### src/rtl/ha_fa_ripple_adder.sv
// Registered ripple-carry adder built from half-adder and full-adder cells.
// The HA cells supply per-bit generate/propagate; the FA chain produces the
// sum and carries. All results register together with a one-cycle valid flag.

// Half adder: s = x^y, c = x&y.
module ha_cell (
  input  logic x,
  input  logic y,
  output logic s,
  output logic c
);
  assign s = x ^ y;
  assign c = x & y;
endmodule

// Full adder. With ci=0 it reduces exactly to the half adder.
module fa_cell (
  input  logic x,
  input  logic y,
  input  logic ci,
  output logic s,
  output logic co
);
  assign s  = x ^ y ^ ci;
  assign co = (x & y) | (ci & (x ^ y));
endmodule

module ha_fa_ripple_adder #(
  parameter int WIDTH = 4
) (
  input  logic             clk,
  input  logic             rst_n,
  input  logic             in_valid,
  input  logic [WIDTH-1:0] a,
  input  logic [WIDTH-1:0] b,
  input  logic             cin,
  output logic             out_valid,
  output logic [WIDTH-1:0] sum,
  output logic             cout,
  output logic             ovf,
  output logic [WIDTH-1:0] gen,
  output logic [WIDTH-1:0] prop
);

  // c[i] is the carry into bit i; c[WIDTH] is the carry out of the MSB.
  logic [WIDTH:0]   c;
  logic [WIDTH-1:0] sum_c;
  logic [WIDTH-1:0] gen_c;
  logic [WIDTH-1:0] prop_c;
  logic             ovf_c;

  assign c[0] = cin;

  // One HA and one FA per bit; carries ripple LSB to MSB with no lookahead.
  ha_cell u_ha [WIDTH-1:0] (
    .x (a),
    .y (b),
    .s (prop_c),
    .c (gen_c)
  );

  fa_cell u_fa [WIDTH-1:0] (
    .x  (a),
    .y  (b),
    .ci (c[WIDTH-1:0]),
    .s  (sum_c),
    .co (c[WIDTH:1])
  );

  // Signed overflow: carry into MSB differs from carry out. For WIDTH=1
  // the carry into the MSB is cin itself.
  assign ovf_c = c[WIDTH] ^ c[WIDTH-1];

  // Valid flag tracks in_valid each cycle; cleared immediately on reset.
  always_ff @(posedge clk or negedge rst_n) begin
    if (!rst_n) out_valid <= 1'b0;
    else        out_valid <= in_valid;
  end

  // Result registers load only on valid input and otherwise hold, so
  // garbage on a/b/cin while idle never reaches the outputs.
  always_ff @(posedge clk or negedge rst_n) begin
    if (!rst_n) begin
      sum  <= '0;
      cout <= 1'b0;
      ovf  <= 1'b0;
      gen  <= '0;
      prop <= '0;
    end else if (in_valid) begin
      sum  <= sum_c;
      cout <= c[WIDTH];
      ovf  <= ovf_c;
      gen  <= gen_c;
      prop <= prop_c;
    end
  end

endmodule

### config.mk
export PLATFORM = sky130hd
export DESIGN_NAME = ha_fa_ripple_adder
export DESIGN_NICKNAME = d
export VERILOG_FILES = /design/src/rtl/ha_fa_ripple_adder.sv
export SDC_FILE = /design/constraint.sdc
export NUM_CORES = 1
export LEC_CHECK = 0
export BUFFER_PORTS_ARGS = -buffer_cell sky130_fd_sc_hd__buf_2
export CAP_MARGIN = 20
export CORE_MARGIN = 1
export CORE_UTILIZATION = 42
export DETAILED_ROUTE_END_ITERATION = 16
export PLACE_DENSITY_LB_ADDON = 0.05
export SLEW_MARGIN = 20
export SYNTH_ARGS = -nofsm -noshare
export SYNTH_HDL_FRONTEND = slang
export SYNTH_SLANG_ARGS = --single-unit
### constraint.sdc
create_clock -name clk -period 0.8 [get_ports clk]
set_input_delay 0.08 -clock clk [delete_from_list [all_inputs] [get_ports clk]]
set_output_delay 0.08 -clock clk [all_outputs]
set_load 0.02 [all_outputs]
==> results.cfg <==
[status]
run_status = finished with violations
failed_checks = setup timing

[logic_synthesis]
mapped_cell_area_um2 = 746
synth_cell_type_count = 12
netlist_instances = 50
netlist_top_cells_area = sky130_fd_sc_hd__dfrtp_1, sky130_fd_sc_hd__fa_1, sky130_fd_sc_hd__mux2_4
synth.avg_cell_area_um2 = 14.9
synth_seq_area_share = 0.503
yosysWarnings = 0
synth-seq-cells = 15
synthesized_nets = 70
synth_area_leader_cell = sky130_fd_sc_hd__dfrtp_1
synth_top_cell_area_share = 0.503

[power]
ir_worst_vdd_mv = 1.40
power.density_nw_per_um2 = 1900
power_leakage_uw = 0.000574
power_after_layout_uw = 2180

[clocking]
clock_pin_slew_worst_setup_and_hold_paths_ns = 0.08
clock-root-buffer = sky130_fd_sc_hd__clkbuf_4
tritoncts.num_buffers = 3
tritoncts = yes
cts.sinks = 15
insertion_delay_of_the_later_clocked_pin_in_the_worst_skew_pair_ns = 0.27
maximum_count_of_clock_buffers_along_a_single_path = 2
cts_max_level = 1

[final_layout]
antenna-diode-count = 0
final_nets = 112
area_growth_syn_to_layout_pct = 54.0
most_frequent_cells_in_the_layout = sky130_fd_sc_hd__buf_6, sky130_fd_sc_hd__buf_2, sky130_fd_sc_hd__buf_4
post_route_cells_drive_above_1_share = 0.758
mostFrequentLayoutCell = sky130_fd_sc_hd__buf_6

[timing]
finClkSkew_ns = 0
max_slew_margin_vs_limit = 0.781
tightestPinTransition_ns = 0.329
max_freq_ghz = 0.618
period_needed_ns = 1.62
setup_repair_after_global_routing_missed_its_margin = true
timing_hold_violations_final = 0
fin_ws_ns = -0.819
timing_max_transition_violations_final = 0
period_share = 2.02
fin_worst_hold_slack_ns = 0.123
setup-violations-final = 21

[die]
design.core.area_um2 = 1580
boundaryPins = 27
floorplan.die_area_um2 = 1950
placement_rows = 14
die_outline_width_um = 44.1
initial_utilization = 0.473
die_height_um = 44.1

[worst_setup_path]
critical_path_end_type = flop
regToRegStartpoint = prop[0]
critPathArrivalTime_ns = 1.78
criticalPathCategory = primary input to flop
cp-start-kind = primary input
worst_setup_slack_for_register_to_register_paths_ns = -0.09
reg2reg_to = prop[0]
reg2reg_depth = 2
worstPathMaxFanout = 2
cp_data_required_time_ns = 0.96

[global_routing]
grt_max_degree = 18
grt_first_pass_wirelength_mm = 2.62
first_global_vias = 569
global_route.usage.total = 0.192
global_route.overflow_total = 0
antenna_violations_before_repair = 0

[route]
via_total_after_detailed_routing = 518
finalWirelength_mm = 1.54
detail-route-antenna-nets = 0
vias_per_cell = 4.84
dr.first_iter.drc_count = 8
route.detailed.wl_per_inst_um = 14.4
drcViolationCount = 0
drt_pre_antenna_iters = 6

[hold_path]
worst_hold_path.num_cells = 2
min-delay-start = in_valid
min_path_type = primary input to flop
holdPathEnd = out_valid

[placed_design]
count_of_port_buffers_added_during_placement = 26
place_hpwl_mm = 1.10
gpl.final_weighted_congestion = 0.698

[job]
cap_violations = 0
sequential cells by signal, indices dropped and copies added, names as in the netlist:
register / flops
sum: 4
gen: 4
out_valid: 1
cout: 1
prop: 4
ovf: 1
per-stage QoR:
stage	instances	TNS, ns	setup slack, ns	instance area [um^2]	util
floorplan	50	-3.75	-0.937	766	-
global placement	99	-5.53	-1.10	965	0.612
detailed placement	99	-5.89	-1.14	965	0.612
CTS	107	-4.71	-0.812	1140	0.724
global route	107	-5.34	-0.850	1150	0.729
finish	107	-4.59	-0.819	1150	0.729
report_power, final:
part	switching, uW	internal (uW)
sequential	84.1	879
combinational	346	461
clock	216	193
area by class of cell:
cell class	count	area [um^2]
inverter	8	30.0
timing repair buffer	39	360
sequential	15	385
fill	106	428
clock buffer	4	26.3
multi-input combinational	25	327
tap	16	20.0
layer usage:
metal / routed length (um) / part of all wire / global-route usage / vias to the layer above
met1: 622 / 0.40 / 0.240 / 254
met3: 84 / 0.055 / 0.0571 / 2
li1: - / - / - / 244
met5: 0 / 0 / 0 / -
met4: 16 / 0.010 / 0.0364 / 0
met2: 818 / 0.53 / 0.332 / 18
synthesized netlist by cell type:
library cell	instances
sky130_fd_sc_hd__mux2_2	6
sky130_fd_sc_hd__ha_1	4
sky130_fd_sc_hd__mux2i_1	1
sky130_fd_sc_hd__xnor2_1	1
sky130_fd_sc_hd__buf_6	1
sky130_fd_sc_hd__fa_1	4
sky130_fd_sc_hd__nor2_1	2
sky130_fd_sc_hd__mux2_4	5
sky130_fd_sc_hd__a21oi_1	2
sky130_fd_sc_hd__buf_12	1
sky130_fd_sc_hd__dfrtp_1	15
sky130_fd_sc_hd__inv_1	8
kinds of logic after synthesis:
logic type / synth area share
buffers and inverters: 0.0822
flip-flops: 0.503
adder cells (fa/ha/maj): 0.175
multiplexers: 0.205
AND/OR/NAND/NOR: 0.0101
AO/OA/AOI/OAI: 0.0134
XOR/XNOR: 0.0117
critical path: stages:
cell and delay [ns]:
sky130_fd_sc_hd__buf_8 0.10, sky130_fd_sc_hd__fa_2 0.37, sky130_fd_sc_hd__inv_2 0.06, sky130_fd_sc_hd__fa_2 0.18, sky130_fd_sc_hd__inv_2 0.04, sky130_fd_sc_hd__fa_2 0.35, sky130_fd_sc_hd__inv_2 0.07, sky130_fd_sc_hd__fa_2 0.20
sky130_fd_sc_hd__xnor2_1 0.07, sky130_fd_sc_hd__mux2_4 0.25
how the worst max path moves through the flow:
stage	from	endpoint
3_3_place_gp	a[0]	ovf
3_5_place_dp	a[0]	ovf
2_1_floorplan	a[0]	ovf
5_1_grt	a[0]	sum[3]
4_1_cts	a[0]	ovf
6_report	a[0]	ovf
what timing repair did:
action,in CTS,in global routing
setup buffers,3,0
setup endpoints to repair,20,27
gates resized for setup,35,2
hold buffers,1,0
hold endpoints to repair,15,0
Note: power is estimated with default switching activity, not from simulation.
